**src/rtl/fp_pkg.sv**
```systemverilog
// Shared floating-point definitions for the arithmetic datapath (fpd_seq, fpm).
//
// Contents:
//   MANT_W / EXP_W / BIAS  single-precision field widths and exponent bias
//   SIG_W                  significand width including the hidden bit
//   QW                     quotient bits produced by the divider
//   CNT_W                  width of the divider iteration counter
//   fpd_state_e            divider FSM states
//   fp_sign/fp_exp/fp_mant field extract helpers
//
// Build option: FPD_ROUND_EN adds one guard quotient bit (QW = 26) for
// round-to-nearest-even; without it the divider truncates (QW = 25).
package fp_pkg;

    localparam int MANT_W = 23;
    localparam int EXP_W  = 8;
    localparam int BIAS   = 127;
    localparam int WORD_W = 1 + EXP_W + MANT_W;
    localparam int SIG_W  = MANT_W + 1;

`ifdef FPD_ROUND_EN
    localparam int QW = MANT_W + 3;
`else
    localparam int QW = MANT_W + 2;
`endif

    localparam int CNT_W = $clog2(QW);

    typedef enum logic [1:0] {
        IDLE = 2'd0,
        DIV  = 2'd1,
        NORM = 2'd2
    } fpd_state_e;

    function automatic logic fp_sign(input logic [WORD_W-1:0] w);
        return w[WORD_W-1];
    endfunction

    function automatic logic [EXP_W-1:0] fp_exp(input logic [WORD_W-1:0] w);
        return w[MANT_W+EXP_W-1:MANT_W];
    endfunction

    function automatic logic [MANT_W-1:0] fp_mant(input logic [WORD_W-1:0] w);
        return w[MANT_W-1:0];
    endfunction

endpackage

```
**src/rtl/fpd_seq_if.sv**
```systemverilog
// Request/response bundle of the iterative divider.
//
// Signals:
//   start                 request, taken only while the divider is idle
//   in1, additional1      dividend word and its hidden-bit / valid flag
//   in2, additional2      divisor word and its hidden-bit / valid flag
//   busy                  divider iterating or normalising
//   done                  one-cycle pulse, out/additionalout valid
//   out, additionalout    quotient word and combined flag, held until next done
// Modports: master drives requests, slave (the divider) drives responses.
interface fpd_seq_if;
    import fp_pkg::*;

    logic              start;
    logic [WORD_W-1:0] in1;
    logic              additional1;
    logic [WORD_W-1:0] in2;
    logic              additional2;
    logic              busy;
    logic              done;
    logic [WORD_W-1:0] out;
    logic              additionalout;

    modport master (
        output start, in1, additional1, in2, additional2,
        input  busy, done, out, additionalout
    );

    modport slave (
        input  start, in1, additional1, in2, additional2,
        output busy, done, out, additionalout
    );

endinterface

```
**src/rtl/fpd_norm_round.sv**
```systemverilog
// Combinational normalise / round / pack stage of the divider.
//
// Ports:
//   quo_i     raw quotient Q = floor(A * 2^(QW-1) / B), QW bits
//   rem_nz_i  final partial remainder is non-zero (sticky source)
//   exp_i     biased exponent before normalisation, EXP_W bits
//   sign_i    result sign
//   res_o     packed {sign, exp, mantissa} result word
//
// Build option: FPD_ROUND_EN selects round-to-nearest-even using the guard
// bit and a sticky of all lower information; otherwise the mantissa is
// truncated and rem_nz_i carries no information.
module fpd_norm_round
    import fp_pkg::*;
(
    input  logic [QW-1:0]     quo_i,
    input  logic              rem_nz_i,
    input  logic [EXP_W-1:0]  exp_i,
    input  logic              sign_i,
    output logic [WORD_W-1:0] res_o
);

    logic [MANT_W-1:0] mant_n;
    logic [EXP_W-1:0]  exp_n;
    logic [MANT_W-1:0] mant_f;
    logic [EXP_W-1:0]  exp_f;

`ifdef FPD_ROUND_EN
    logic              guard;
    logic              sticky;
    logic              round_up;
    logic [MANT_W:0]   mant_inc;

    always_comb begin
        // Q lies in [2^(QW-2), 2^QW): the leading one is at one of the top two bits.
        if (quo_i[QW-1]) begin
            mant_n = quo_i[QW-2 -: MANT_W];
            exp_n  = exp_i;
            guard  = quo_i[QW-2-MANT_W];
            sticky = quo_i[QW-3-MANT_W] | rem_nz_i;
        end else begin
            mant_n = quo_i[QW-3 -: MANT_W];
            exp_n  = exp_i - EXP_W'(1);
            guard  = quo_i[QW-3-MANT_W];
            sticky = rem_nz_i;
        end

        round_up = guard & (sticky | mant_n[0]);
        mant_inc = {1'b0, mant_n} + {{MANT_W{1'b0}}, round_up};

        // A carry out leaves the low bits all zero; bump the exponent.
        mant_f = mant_inc[MANT_W-1:0];
        exp_f  = exp_n + {{(EXP_W-1){1'b0}}, mant_inc[MANT_W]};
    end
`else
    logic unused_rem_nz;

    assign unused_rem_nz = rem_nz_i;

    always_comb begin
        if (quo_i[QW-1]) begin
            mant_n = quo_i[QW-2 -: MANT_W];
            exp_n  = exp_i;
        end else begin
            mant_n = quo_i[QW-3 -: MANT_W];
            exp_n  = exp_i - EXP_W'(1);
        end
        mant_f = mant_n;
        exp_f  = exp_n;
    end
`endif

    assign res_o = {sign_i, exp_f, mant_f};

endmodule

```
**src/rtl/fpd_seq.sv**
```systemverilog
// Iterative single-precision floating-point divider (restoring, one quotient
// bit per clock) with a start/busy/done handshake.
//
// Ports:
//   clk     rising-edge clock
//   rst_n   asynchronous active-low reset; aborts any operation silently
//   bus_if  fpd_seq_if.slave: start, in1/additional1, in2/additional2 in;
//           busy, done, out, additionalout out
//
// Build option: FPD_ROUND_EN (round-to-nearest-even, one extra iteration).
//
// FSM states:
//   state | meaning
//   IDLE  | waiting for start; operands latched on the accepting edge
//   DIV   | one restoring step per edge, QW steps in total
//   NORM  | normalise/round/pack, register result, pulse done
module fpd_seq
    import fp_pkg::*;
(
    input  logic     clk,
    input  logic     rst_n,
    fpd_seq_if.slave bus_if
);

    fpd_state_e        state_q, state_d;
    logic [CNT_W-1:0]  cnt_q, cnt_d;
    logic [SIG_W:0]    rem_q, rem_d;
    logic [SIG_W-1:0]  dvs_q, dvs_d;
    logic [QW-1:0]     quo_q, quo_d;
    logic [EXP_W-1:0]  exp_q, exp_d;
    logic              sign_q, sign_d;
    logic              add_q, add_d;
    logic [WORD_W-1:0] out_q, out_d;
    logic              addout_q, addout_d;
    logic              done_q, done_d;

    logic              accept;
    logic              last_step;
    logic [SIG_W+1:0]  trial;
    logic              trial_ok;
    logic [SIG_W:0]    rem_keep;
    logic              rem_nz;
    logic [WORD_W-1:0] norm_res;

    assign accept    = (state_q == IDLE) && bus_if.start;
    assign last_step = (cnt_q == '0);
    assign rem_nz    = |rem_q;

    // State register
    always_ff @(posedge clk or negedge rst_n) begin
        if (!rst_n) begin
            state_q <= IDLE;
        end else begin
            state_q <= state_d;
        end
    end

    // Next-state logic
    always_comb begin
        state_d = state_q;
        unique case (state_q)
            IDLE:    if (bus_if.start) state_d = DIV;
            DIV:     if (last_step) state_d = NORM;
            NORM:    state_d = IDLE;
            default: state_d = IDLE;
        endcase
    end

    // Output logic
    always_comb begin
        bus_if.busy          = (state_q == DIV) || (state_q == NORM);
        bus_if.done          = done_q;
        bus_if.out           = out_q;
        bus_if.additionalout = addout_q;
    end

    // Iteration datapath
    always_comb begin
        // rem < 2B always holds, so the trial needs one bit above rem plus a sign bit.
        trial    = {1'b0, rem_q} - {2'b00, dvs_q};
        trial_ok = ~trial[SIG_W+1];
        rem_keep = trial_ok ? trial[SIG_W:0] : rem_q;

        cnt_d    = cnt_q;
        rem_d    = rem_q;
        dvs_d    = dvs_q;
        quo_d    = quo_q;
        exp_d    = exp_q;
        sign_d   = sign_q;
        add_d    = add_q;
        out_d    = out_q;
        addout_d = addout_q;
        done_d   = 1'b0;

        unique case (state_q)
            IDLE: begin
                if (accept) begin
                    rem_d  = {1'b0, bus_if.additional1, fp_mant(bus_if.in1)};
                    dvs_d  = {bus_if.additional2, fp_mant(bus_if.in2)};
                    quo_d  = '0;
                    cnt_d  = CNT_W'(QW - 1);
                    // Modulo-2^EXP_W exponent; no range handling by design.
                    exp_d  = fp_exp(bus_if.in1) - fp_exp(bus_if.in2) + EXP_W'(BIAS);
                    sign_d = fp_sign(bus_if.in1) ^ fp_sign(bus_if.in2);
                    add_d  = bus_if.additional1 & bus_if.additional2;
                end
            end
            DIV: begin
                quo_d = {quo_q[QW-2:0], trial_ok};
                rem_d = rem_keep << 1;
                if (!last_step) begin
                    cnt_d = cnt_q - CNT_W'(1);
                end
            end
            NORM: begin
                out_d    = add_q ? norm_res : '0;
                addout_d = add_q;
                done_d   = 1'b1;
            end
            default: ;
        endcase
    end

    always_ff @(posedge clk or negedge rst_n) begin
        if (!rst_n) begin
            cnt_q    <= '0;
            rem_q    <= '0;
            dvs_q    <= '0;
            quo_q    <= '0;
            exp_q    <= '0;
            sign_q   <= 1'b0;
            add_q    <= 1'b0;
            out_q    <= '0;
            addout_q <= 1'b0;
            done_q   <= 1'b0;
        end else begin
            cnt_q    <= cnt_d;
            rem_q    <= rem_d;
            dvs_q    <= dvs_d;
            quo_q    <= quo_d;
            exp_q    <= exp_d;
            sign_q   <= sign_d;
            add_q    <= add_d;
            out_q    <= out_d;
            addout_q <= addout_d;
            done_q   <= done_d;
        end
    end

    fpd_norm_round u_norm_round (
        .quo_i    (quo_q),
        .rem_nz_i (rem_nz),
        .exp_i    (exp_q),
        .sign_i   (sign_q),
        .res_o    (norm_res)
    );

endmodule

```
**src/flat_wrapper.sv**
```systemverilog
// flat-port wrapper written by rule: the top's interface ports become plain ports
module fpd_seq_flat import fp_pkg::*;
  (clk, rst_n, bus_if_start, bus_if_in1, bus_if_additional1, bus_if_in2, bus_if_additional2, bus_if_busy, bus_if_done, bus_if_out, bus_if_additionalout);
  fpd_seq_if bus_if_i ();
  input  logic clk;
  input  logic rst_n;
  input wire logic [$bits(bus_if_i.start)-1:0] bus_if_start;
  input wire logic [$bits(bus_if_i.in1)-1:0] bus_if_in1;
  input wire logic [$bits(bus_if_i.additional1)-1:0] bus_if_additional1;
  input wire logic [$bits(bus_if_i.in2)-1:0] bus_if_in2;
  input wire logic [$bits(bus_if_i.additional2)-1:0] bus_if_additional2;
  output wire logic [$bits(bus_if_i.busy)-1:0] bus_if_busy;
  output wire logic [$bits(bus_if_i.done)-1:0] bus_if_done;
  output wire logic [$bits(bus_if_i.out)-1:0] bus_if_out;
  output wire logic [$bits(bus_if_i.additionalout)-1:0] bus_if_additionalout;
  assign bus_if_i.start = bus_if_start;
  assign bus_if_i.in1 = bus_if_in1;
  assign bus_if_i.additional1 = bus_if_additional1;
  assign bus_if_i.in2 = bus_if_in2;
  assign bus_if_i.additional2 = bus_if_additional2;
  assign bus_if_busy = bus_if_i.busy;
  assign bus_if_done = bus_if_i.done;
  assign bus_if_out = bus_if_i.out;
  assign bus_if_additionalout = bus_if_i.additionalout;
  fpd_seq u_core (.clk(clk), .rst_n(rst_n), .bus_if(bus_if_i));
endmodule
```
**config.mk**
```make
export PLATFORM = sky130hd
export DESIGN_NAME = fpd_seq_flat
export DESIGN_NICKNAME = d
export VERILOG_FILES = /design/src/rtl/fp_pkg.sv /design/src/rtl/fpd_seq_if.sv /design/src/rtl/fpd_norm_round.sv /design/src/rtl/fpd_seq.sv /design/src/flat_wrapper.sv
export SDC_FILE = /design/constraint.sdc
export NUM_CORES = 1
export LEC_CHECK = 0
export BUFFER_PORTS_ARGS = -buffer_cell sky130_fd_sc_hd__buf_2
export CORE_ASPECT_RATIO = 0.8
export CORE_MARGIN = 10
export CORE_UTILIZATION = 62
export CTS_CLUSTER_DIAMETER = 200
export DETAILED_ROUTE_END_ITERATION = 12
export PLACE_DENSITY = 0.86
export SYNTH_ARGS = -nofsm -noshare
export SYNTH_HDL_FRONTEND = slang
export SYNTH_SLANG_ARGS = --single-unit
```
**constraint.sdc**
```tcl
create_clock -name clk -period 4.6 [get_ports clk]
set_clock_uncertainty 0.2 [all_clocks]
set_input_delay 0.69 -clock clk [delete_from_list [all_inputs] [get_ports clk]]
set_output_delay 0.69 -clock clk [all_outputs]
set_load 0.05 [all_outputs]
```
# Word-level counts from Yosys, hierarchy flattened
# Index checks and enable logic that the tools add are counted.
[totals] regBits=125 in_bits=69 output_inout_bits=35 wordCells=49
[op_classes] add_sub_neg=5 eq_ne=6 mux=15 bitwise=3 n_reduce_logical=9
[ops] operator="one-hot mux 25 bit (2 select lines)" count=2
[ops] operator="2-to-1 mux 25 bit" count=2
[ops] operator="2-to-1 mux 32 bit" count=1
[ops] operator="subtractor 25 x 24 -> 26 bit" count=1
[ops] operator="2-to-1 mux 24 bit" count=1
[ops] operator="2-to-1 mux 23 bit" count=1
[ops] operator="2-to-1 mux 5 bit" count=2
[ops] operator="one-hot mux 5 bit (2 select lines)" count=1
[ops] operator="adder 8 x 7 -> 8 bit (second input constant)" count=1
[ops] operator="2-to-1 mux 8 bit" count=1
[ops] operator="subtractor 8 x 1 -> 8 bit (second input constant)" count=1
[ops] operator="subtractor 8 bit" count=1
[ops] operator="AND reduction 2 bit" count=3
[ops] operator="zero test 5 bit" count=1
[ops] operator="subtractor 5 x 1 -> 5 bit (second input constant)" count=1
[ops] operator="2-to-1 mux 2 bit" count=2
[ops] operator="inequality test 2 x 1 -> 1 bit (second input constant)" count=2
[ops] operator="inequality test 2 bit (second input constant)" count=2
[ops] operator="one-hot mux 2 bit (2 select lines)" count=1
[ops] operator="AND reduction 3 bit" count=1
[ops] operator="equality test 2 x 1 -> 1 bit (second input constant)" count=1
[ops] operator="equality test 2 bit (second input constant)" count=1
[ops] operator="zero test 2 bit" count=1
[ops] operator="nonzero test 2 bit" count=1
[ops] operator="6 further kinds" count=6

# Depth between registers and ports, before layout
# Gate-level depths: netlist of the first run.
[logic_depth] depth_word=4 mapped_depth=13 ltp_nobuf=12

# Modules after synthesis
# From an unflattened synthesis of the first run, not the netlist that was laid out.
[unflattened] cells_unflattened=824 area_unflattened_um2=7516.0
[by_module_without_submodules] mod="fpd_seq" instances=1 cells_per_inst=776 area_each_um2=7068.0 seq_area_each_um2=3128.0
[by_module_without_submodules] mod="fpd_norm_round" instances=1 cells_per_inst=48 area_each_um2=447.9 seq_area_each_um2=0.0

# Worst setup path before layout of the first run
# No wires, ideal clock.
[synth_timing] path_kind="register to register" from="register u_core.rem_q[0]" to="register u_core.rem_q[19]" setup_time_ps=95 arrival_ps=2602 required_time_ps=4305 path_slack_ps=1703 stages_incl_launch_ff=13 path_buffers=0 period_less_slack_ps=2897 cell_sequence="dfrtp_1 > inv_1 > ha_1 > inv_1 > fa_1 > a21o_1 > a311oi_1 > nor4_1 > or3_1 > a21oi_1 > o21bai_1 > xnor2_1 > o31ai_1"
[synth_between] elab_chain_cells=3
[synth_lines] element="from (decl)" line_no="fpd_seq.sv:27" rtl="logic [SIG_W:0] rem_q, rem_d;"
[synth_lines] element="from (signal assigned)" line_no="fpd_seq.sv:138" rtl="rem_q <= rem_d;"
[synth_lines] element="subtractor 25 x 24 -> 26 bit" line_no="fpd_seq.sv:80" rtl="trial = {1'b0, rem_q} - {2'b00, dvs_q};"
[synth_lines] element="2-to-1 mux 24 bit" line_no="fpd_seq.sv:82" rtl="rem_keep = trial_ok ? trial[SIG_W:0] : rem_q;"
[synth_lines] element="one-hot mux 25 bit (2 select lines)" line_no="fpd_seq.sv:95" rtl="unique case (state_q)"
# Every way passes these cells.
# A chain may end at the register's enable or synchronous reset.

# Worst setup path after layout of the first run
# Ends and elaborated chain as after synthesis.

==> PnR_summary.wiki, run 1 <==
{| class="wikitable"
! Metric !! Value
|-
| Top post-synthesis cells by area || sky130_fd_sc_hd__dfrtp_1 (44%), sky130_fd_sc_hd__ha_1 (7.5%), sky130_fd_sc_hd__mux2i_1 (5.3%)
|-
| Number of buffers added for setup after CTS || 0
|-
| Final wirelength || 18.83 mm
|-
| Critical-path maximum fanout || 3
|-
| Ys flop type || sky130_fd_sc_hd__dfrtp_1
|-
| Maximum level of the CTS H-tree || 4
|-
| Most common cell after layout, fill and taps aside || sky130_fd_sc_hd__dfrtp_1
|-
| Leading cell types in the layout, fill and taps excluded || sky130_fd_sc_hd__dfrtp_1 (125), sky130_fd_sc_hd__buf_2 (102), sky130_fd_sc_hd__inv_1 (74)
|-
| Number of port buffers || 103
|-
| Number of antenna repair diodes || 0
|-
| Cell leakage power || 3.963 nW
|-
| Headroom to the max-slew limit || 29.58%
|-
| Power per cell area || ~800 nW/µm²
|-
| GR Layer Usage met1 || just under 30%
|-
| Final critical path time including I/O delays and setup || 3.326 ns
|-
| Floorplan row count || 34
|-
| Worst-case register-to-register setup slack || 1.27 ns
|-
| Detailed-placement wirelength estimate || between 10 and 15 mm
|-
| Area of the mapped netlist || 7152 µm²
|-
| Terminus of the critical flop-to-flop path || u_core.rem_q[19]$_DFFE_PN0P_
|-
| Area added between synthesis and finish || 17.32%
|-
| Hold Buf Count CTS || 0
|-
| Number of global-route vias before repair || 6215
|-
| IR Drop Worst-Case VDD || 0.0004542 V
|-
| Total number of vias || 6020
|-
| Fmax || around 300 MHz
|-
| Max Buffers Root-to-Sink || 2
|-
| Worst setup path start || u_core.rem_q[0]$_DFFE_PN0P_
|-
| Wire length of the first global-routing pass || 31.11 mm
|-
| Clock sink count || 125
|-
| Nature of the critical path startpoint || flip-flop
|-
| Total Power || 6.663 mW
|-
| Most utilized layer in the global route result || met2
|-
| Post-Synthesis Net Count || ~830
|-
| Fraction of the cycle the final worst path needs || between 70% and 80%
|-
| Cells after Synth || 720
|-
| Final Hold Viols || 0
|-
| DRC || 0
|-
| Reg-to-reg startpoint || u_core.rem_q[0]$_DFFE_PN0P_
|-
| Post-DR vias/cell || 6.200
|-
| Unrepaired setup endpoints after global routing || no
|-
| Number of synthesized register bits || 125
|-
| Die width || 140.1 µm
|-
| Area share of the largest cell type after synthesis || 43.74%
|-
| Iter 0 DRT Violations || 478
|-
| Clk_lat worst skew || 0.43 ns
|-
| Total global-route track usage || 23.39%
|-
| Antenna violations before repair || 0
|-
| Total grt overflow || 0
|-
| Area of the core || around 11000 µm²
|-
| Post-cts sizing count || 0
|-
| Met3 routing resource usage after global routing || under 10%
|-
| Met2 routing resource usage after global routing || around 39%
|-
| Average wire length per cell after detail routing || 19.39 µm
|-
| Number of enable flip-flop cells after synthesis || 0
|-
| Initial cell density of the core || 64.66%
|-
| Largest area contributor in the netlist || sky130_fd_sc_hd__dfrtp_1
|-
| TritonCTS Buffers || 17
|-
| Pins over their slew limit || 0
|-
| Net total in the final layout || 928
|-
| Fraction of registers with async set or reset after synthesis || 100.0%
|-
| Number of max-cap violations || 0
|-
| ANT nets after route || 0
|-
| Count of final setup violators || 0
|-
| Number of distinct library cells after synthesis || between 50 and 60
|-
| Largest net degree at the start of global routing || 53
|-
| Clock tree root driver cell || sky130_fd_sc_hd__clkbuf_16
|-
| Die height || 116.1 µm
|-
| Worst EP arrival || 3.46 ns
|-
| Hold crit path type || input port to asynchronous set/reset pin
|-
| Die outline area || 16260 µm²
|-
| Fraction of the yosys area taken by sequential cells || a little over two fifths
|-
| Data required time of the worst path || approximately 4.7 ns
|-
| TritonCTS clock tree || done
|-
| Run status || finished, final reports clean
|-
| Synth warn || 0
|-
| Share of cells above drive strength 1 || between 20% and 30%
|-
| Worst setup path class || flip-flop to flip-flop
|-
| Critical path endpoint || u_core.rem_q[19]$_DFFE_PN0P_
|-
| Iteration count of the initial detailed-routing pass || 5
|-
| Slew at the pin with the worst max-slew slack || approximately 1.1 ns
|-
| R2R cell count || 12
|-
| Critical Path End Type || flip-flop
|-
| Synthesized area per cell || 9.933 µm²
|-
| Boundary pin count || 104
|-
| Fin Setup TNS || 0 ns
|-
| Clock slew at the register clock pins of the worst setup and hold paths || 0.06 ns
|-
| Final RePlAce weighted congestion || ~0.93
|}
-- per-layer routing --
metal | up-vias | routed length, µm
li1 | 2765 | -
met5 | - | 0
met2 | 244 | 9155
met1 | 2964 | 7810
met3 | 47 | 1470
met4 | 0 | 393
-- Yosys cell counts, drive strengths merged (4+ instances only) --
| library cell | instances |
|---|---|
| a21o | 7 |
| a21oi | 44 |
| a22o | 25 |
| a31oi | 11 |
| and2 | 6 |
| and3 | 4 |
| buf | 15 |
| clkbuf | 21 |
| dfrtp | 125 |
| ha | 43 |
| inv | 74 |
| mux2 | 27 |
| mux2i | 38 |
| nand2 | 47 |
| nand2b | 6 |
| nand3 | 12 |
| nor2 | 23 |
| nor2b | 5 |
| nor3b | 14 |
| o211ai | 5 |
| o21ai | 47 |
| o21bai | 4 |
| o22ai | 35 |
| o31ai | 4 |
| or3 | 8 |
| xnor2 | 22 |
| xor2 | 13 |
-- cells by family (layout without fill, tap and decap cells) --
kind of cell               count (synthesis)  in the layout  synth area share, %
muxes                                     65             65                9.570
buffers and inverters                    110            217                5.948
AOI/OAI and AO/OA                        201            201                18.49
adders and majority gates                 45             45                8.083
DFF                                      125            125                43.74
and+or+nand+nor                          139            139                9.885
xor gates and xnor gates                  35             35                4.286
-- metrics by stage --
stage,cells,hold WS [ns],area [µm²],setup slack (ns),util (%)
after floorplan,720,0.1944,7152,1.703,-
after global placement,939,0.2661,7769,1.414,70.24
after detailed placement,939,0.2752,7769,1.355,70.24
after CTS,971,0.1410,8391,1.313,75.86
after global routing,971,0.1466,8391,1.084,75.86
final,971,0.09013,8391,1.274,75.86
-- worst min-delay path by stage --
stage                         startpoint                      endpoint  slack [ns]  cells after the start
3_3_place_gp   u_core.sign_q$_DFFE_PN0P_     u_core.sign_q$_DFFE_PN0P_        0.27                      2
2_1_floorplan                      rst_n      u_core.add_q$_DFFE_PN0P_        0.19                      0
5_1_grt                            rst_n  u_core.dvs_q[15]$_DFFE_PN0P_        0.15                      1
4_1_cts                            rst_n  u_core.dvs_q[15]$_DFFE_PN0P_        0.14                      1
6_report                           rst_n  u_core.dvs_q[15]$_DFFE_PN0P_        0.09                      1
3_5_place_dp   u_core.sign_q$_DFFE_PN0P_     u_core.sign_q$_DFFE_PN0P_        0.28                      2
-- critical path, cell delays in order, from the launching register on --
cell and delay [ns]:
sky130_fd_sc_hd__dfrtp_1 0.38, sky130_fd_sc_hd__inv_1 0.11, sky130_fd_sc_hd__ha_1 0.16, sky130_fd_sc_hd__inv_1 0.05, sky130_fd_sc_hd__fa_1 0.40, sky130_fd_sc_hd__a21o_1 0.20
sky130_fd_sc_hd__a311oi_1 0.52, sky130_fd_sc_hd__nor4_1 0.17, sky130_fd_sc_hd__or3_1 0.38, sky130_fd_sc_hd__a21oi_1 0.23, sky130_fd_sc_hd__o21bai_1 0.11, sky130_fd_sc_hd__xnor2_1 0.13
sky130_fd_sc_hd__o31ai_1 0.19
-- cell type report --
cell class,count,area [µm²]
Sequential cell,125,3128
Tap cell,144,180.2
Multi-Input combinational cell,485,3605
Timing Repair Buffer,111,578.1
Inverter,74,277.8
Clock buffer,18,429.2
Fill cell,754,2670
Clock inverter,14,192.7
-- flip-flops by register name (all words and copies together) (netlist names), 2 cells and up --
signal	cells
u_core.quo_q	25
u_core.cnt_q	5
u_core.rem_q	25
u_core.state_q	2
u_core.exp_q	8
u_core.bus_if.out	32
u_core.dvs_q	24
-- power breakdown --
group	internal, mW	leakage (nW)	total [mW]	switching, mW
Clock	0.906	0.297	1.42	0.516
Sequential	1.45	1.61	1.73	0.281
Combinational	1.37	2.05	3.51	2.13
Total	3.73	3.96	6.66	2.93
(Power assumes the default switching activity.)
==> run 2: changes to the inputs <==
--- a/config.mk
+++ b/config.mk
@@ -5,13 +5,14 @@
 export SDC_FILE = /design/constraint.sdc
 export NUM_CORES = 1
 export LEC_CHECK = 0
+export ABC_AREA = 1
 export BUFFER_PORTS_ARGS = -buffer_cell sky130_fd_sc_hd__buf_2
 export CORE_ASPECT_RATIO = 0.8
 export CORE_MARGIN = 10
-export CORE_UTILIZATION = 62
+export CORE_UTILIZATION = 53
 export CTS_CLUSTER_DIAMETER = 200
 export DETAILED_ROUTE_END_ITERATION = 12
-export PLACE_DENSITY = 0.86
+export PLACE_DENSITY = 0.77
 export SYNTH_ARGS = -nofsm -noshare
 export SYNTH_HDL_FRONTEND = slang
 export SYNTH_SLANG_ARGS = --single-unit
==> constraint.sdc (replaced) <==
create_clock -name clk -period 2.94 [get_ports clk]
set_clock_uncertainty 0.2 [all_clocks]
set_input_delay 0.441 -clock clk [delete_from_list [all_inputs] [get_ports clk]]
set_output_delay 0.441 -clock clk [all_outputs]
set_load 0.05 [all_outputs]
==> PnR_summary.wiki, run 2 <==
{| class="wikitable"
! Metric !! Value
|-
| Reg-to-reg startpoint || u_core.rem_q[16]$_DFFE_PN0P_
|-
| Clock tree root driver cell || sky130_fd_sc_hd__clkbuf_16
|-
| Boundary pin count || 104
|-
| Fraction of the cycle the final worst path needs || 83.01%
|-
| Iteration count of the initial detailed-routing pass || 6
|-
| Commonest cells in the synthesized netlist || sky130_fd_sc_hd__nand2_1 (251), sky130_fd_sc_hd__inv_1 (192), sky130_fd_sc_hd__dfrtp_1 (125)
|-
| Post-DR vias/cell || approximately 5.2
|-
| Area share of the largest cell type after synthesis || 40.03%
|-
| Number of synthesized register bits || 125
|-
| Iter 0 DRT Violations || 433
|-
| R2R cell count || 10
|-
| Worst EP arrival || between 2 and 3 ns
|-
| Endpoint, Worst Hold || u_core.dvs_q[0]$_DFFE_PN0P_
|-
| Detailed-placement wirelength estimate || 14.11 mm
|-
| Most utilized layer in the global route result || met2
|-
| Average wire length per cell after detail routing || 14.35 µm
|-
| Final wirelength || 19.52 mm
|-
| Number of buffers added for setup after CTS || 0
|-
| Count of final setup violators || 0
|-
| Cell leakage power || 4.797 nW
|-
| Final critical path time including I/O delays and setup || 2.440 ns
|-
| Net total in the final layout || 1278
|-
| Number of global-route vias before repair || 6946
|-
| Number of port buffers || 103
|-
| Synth warn || 0
|-
| Area of the core || 14350 µm²
|-
| Synthesized area per cell || ~7.4 µm²
|-
| Top post-synthesis cells by area || sky130_fd_sc_hd__dfrtp_1 (40%), sky130_fd_sc_hd__nand2_1 (12%), sky130_fd_sc_hd__inv_1 (9.2%)
|-
| Maximum level of the CTS H-tree || 4
|-
| Slew at the pin with the worst max-slew slack || 0.5464 ns
|-
| Most numerous cell in the Yosys netlist || sky130_fd_sc_hd__nand2_1
|-
| Run status || finished, final reports clean
|-
| Worst-case register-to-register setup slack || ~0.5 ns
|-
| Total grt overflow || 0
|-
| Antenna violations before repair || 0
|-
| Wire length of the first global-routing pass || between 30 and 40 mm
|-
| Initial cell density of the core || a little over half
|-
| Hold crit path type || input port to flip-flop
|-
| Area of the mapped netlist || 7815 µm²
|-
| Die width || 155.8 µm
|-
| Clk_lat worst skew || 0.42 ns
|-
| Total number of vias || 7088
|-
| Final Hold Viols || 0
|-
| Clock sink count || 125
|-
| Floorplan row count || 39
|-
| Fin Setup TNS || 0 ns
|-
| ANT nets after route || 0
|-
| Nature of the critical path startpoint || flip-flop
|-
| Max stage delay cell, worst path || sky130_fd_sc_hd__ha_1
|-
| DRC || 0
|-
| Total Power || 11.63 mW
|-
| Headroom to the max-slew limit || 63.57%
|-
| Most common cell after layout, fill and taps aside || sky130_fd_sc_hd__nand2_1
|-
| Worst setup path class || flip-flop to flip-flop
|-
| Worst-path cell chain || ha_1 > nand2_1 > nor2_1 > nand2_1 > nor2_2 > nand2_4 > nand2_4 > o21ai_0 > nand3_1 > a21oi_1
|-
| Critical Path End Type || flip-flop
|-
| Met2 routing resource usage after global routing || between 30% and 40%
|-
| Final RePlAce weighted congestion || 0.9647
|-
| Data required time of the worst path || between 3 and 4 ns
|-
| Die height || roughly 130 µm
|-
| Largest net degree at the start of global routing || 59
|-
| Die outline area || 20030 µm²
|-
| Terminus of the critical flop-to-flop path || u_core.rem_q[3]$_DFFE_PN0P_
|-
| Max reg flops || 32
|-
| Startpoint of the tightest hold check path || bus_if_in2[0]
|-
| Power per cell area || 1272 nW/µm²
|-
| Pins over their slew limit || 0
|-
| Critical-path maximum fanout || 26
|-
| Post-cts sizing count || 0
|-
| Unrepaired setup endpoints after global routing || no
|-
| Fraction of registers with async set or reset after synthesis || between 90% and 100%
|-
| Cells after Synth || around 1100
|-
| IR Drop Worst-Case VDD || 0.0009175 V
|-
| Number of antenna repair diodes || 0
|-
| Ys flop type || sky130_fd_sc_hd__dfrtp_1
|-
| Number of max-cap violations || 0
|-
| TritonCTS clock tree || done
|-
| Fmax || 409.8 MHz
|-
| Max Buffers Root-to-Sink || 2
|-
| GR Layer Usage met1 || 26.29%
|-
| Met3 routing resource usage after global routing || under 10%
|-
| Post-Synthesis Net Count || 1175
|-
| Share of cells above drive strength 1 || 15.22%
|-
| Cell depth of the worst min-delay path || 3
|-
| Clock slew at the register clock pins of the worst setup and hold paths || around 0.060 ns
|-
| TritonCTS Buffers || 17
|-
| Number of enable flip-flop cells after synthesis || 0
|-
| Area added between synthesis and finish || 16.92%
|-
| Number of distinct library cells after synthesis || 37
|-
| Crit-path max cell delay || ~0.42 ns
|-
| Leading cell types in the layout, fill and taps excluded || sky130_fd_sc_hd__nand2_1 (251), sky130_fd_sc_hd__inv_1 (192), sky130_fd_sc_hd__dfrtp_1 (125)
|-
| Fraction of the yosys area taken by sequential cells || 40.03%
|-
| Total global-route track usage || 20.44%
|-
| Largest area contributor in the netlist || sky130_fd_sc_hd__dfrtp_1
|}
run 2: changes by cell type in the layout (fill, tap and decap cells not counted), moves of 38 or more:
cell and delta:
sky130_fd_sc_hd__a21oi_1 +40, sky130_fd_sc_hd__mux2i_1 -38, sky130_fd_sc_hd__o21ai_0 +50, sky130_fd_sc_hd__inv_1 +118, sky130_fd_sc_hd__nand2_1 +206, sky130_fd_sc_hd__nand3_1 +40
run 2: how the worst max path moves through the flow:
stage | cells past startpoint | slack [ns] | to | start
after global routing | 11 | 0.34 | u_core.rem_q[3]$_DFFE_PN0P_ | u_core.dvs_q[10]$_DFFE_PN0P_
after detailed placement | 12 | 0.51 | u_core.exp_q[7]$_DFFE_PN0P_ | bus_if_in2[24]
after floorplan | 11 | 0.68 | u_core.exp_q[7]$_DFFE_PN0P_ | bus_if_in2[24]
after CTS | 10 | 0.53 | u_core.rem_q[3]$_DFFE_PN0P_ | u_core.rem_q[16]$_DFFE_PN0P_
final | 10 | 0.50 | u_core.rem_q[3]$_DFFE_PN0P_ | u_core.rem_q[16]$_DFFE_PN0P_
after global placement | 12 | 0.53 | u_core.exp_q[7]$_DFFE_PN0P_ | bus_if_in2[24]
run 2: metal layers:
| metal | up-vias | wire (µm) |
|---|---|---|
| li1 | 3605 | - |
| met1 | 3259 | 8950 |
| met2 | 196 | 9112 |
| met3 | 28 | 1157 |
| met4 | 0 | 297 |
| met5 | - | 0 |
run 2: metrics by stage:
step | area (µm²) | hold WS [ns] | cells | util, % | setup slack, ns
floorplan | 7815 | -0.05459 | 1061 | - | 0.6804
global placement | 8522 | 0.1706 | 1328 | 59.40 | 0.5343
detailed placement | 8522 | 0.1730 | 1328 | 59.40 | 0.5072
CTS | 9138 | 0.006622 | 1360 | 63.69 | 0.5264
global route | 9138 | 0.03101 | 1360 | 63.69 | 0.3377
finish | 9138 | 0.01466 | 1360 | 63.69 | 0.4995
run 2: area by class of cell:
type,instances,area (µm²)
fillers,1284,5209
multi-input cells,703,3770
flip-flops and latches,125,3128
inverters,196,735.7
repair buffers,121,668.1
clock buffers,19,442.9
well taps,184,230.2
clock inverters,12,162.7
run 2: kinds of logic (layout without fill, tap and decap cells):
kind of cell | after synthesis | after routing | synth area share [%]
buf+inv | 233 | 348 | 11.74
fa+ha+maj | 45 | 45 | 7.397
compound gates | 221 | 221 | 15.21
flops | 125 | 125 | 40.03
simple gates | 421 | 421 | 23.84
xor+xnor | 16 | 16 | 1.793
run 2: report_power, final:
group | internal [mW] | total (mW) | leakage [nW] | switching (mW)
Sequential | 2.31 | 2.61 | 1.61 | 0.307
Combinational | 2.35 | 6.85 | 2.90 | 4.50
Clock | 1.36 | 2.16 | 0.290 | 0.804
Total | 6.02 | 11.6 | 4.80 | 5.61
run 2: critical path, delay by kind of cell, from the launching register on:
family	cells	cell delay, ns
AOI/OAI and AO/OA	2	0.22
adders and majority gates	1	0.42
and+or+nand+nor	7	1.07
DFF	1	0.40
run 2: timing repair:
item,CTS,global route
hold buffers,1,0
endpoints found under the setup margin,0,0
endpoints found under the hold margin,23,0
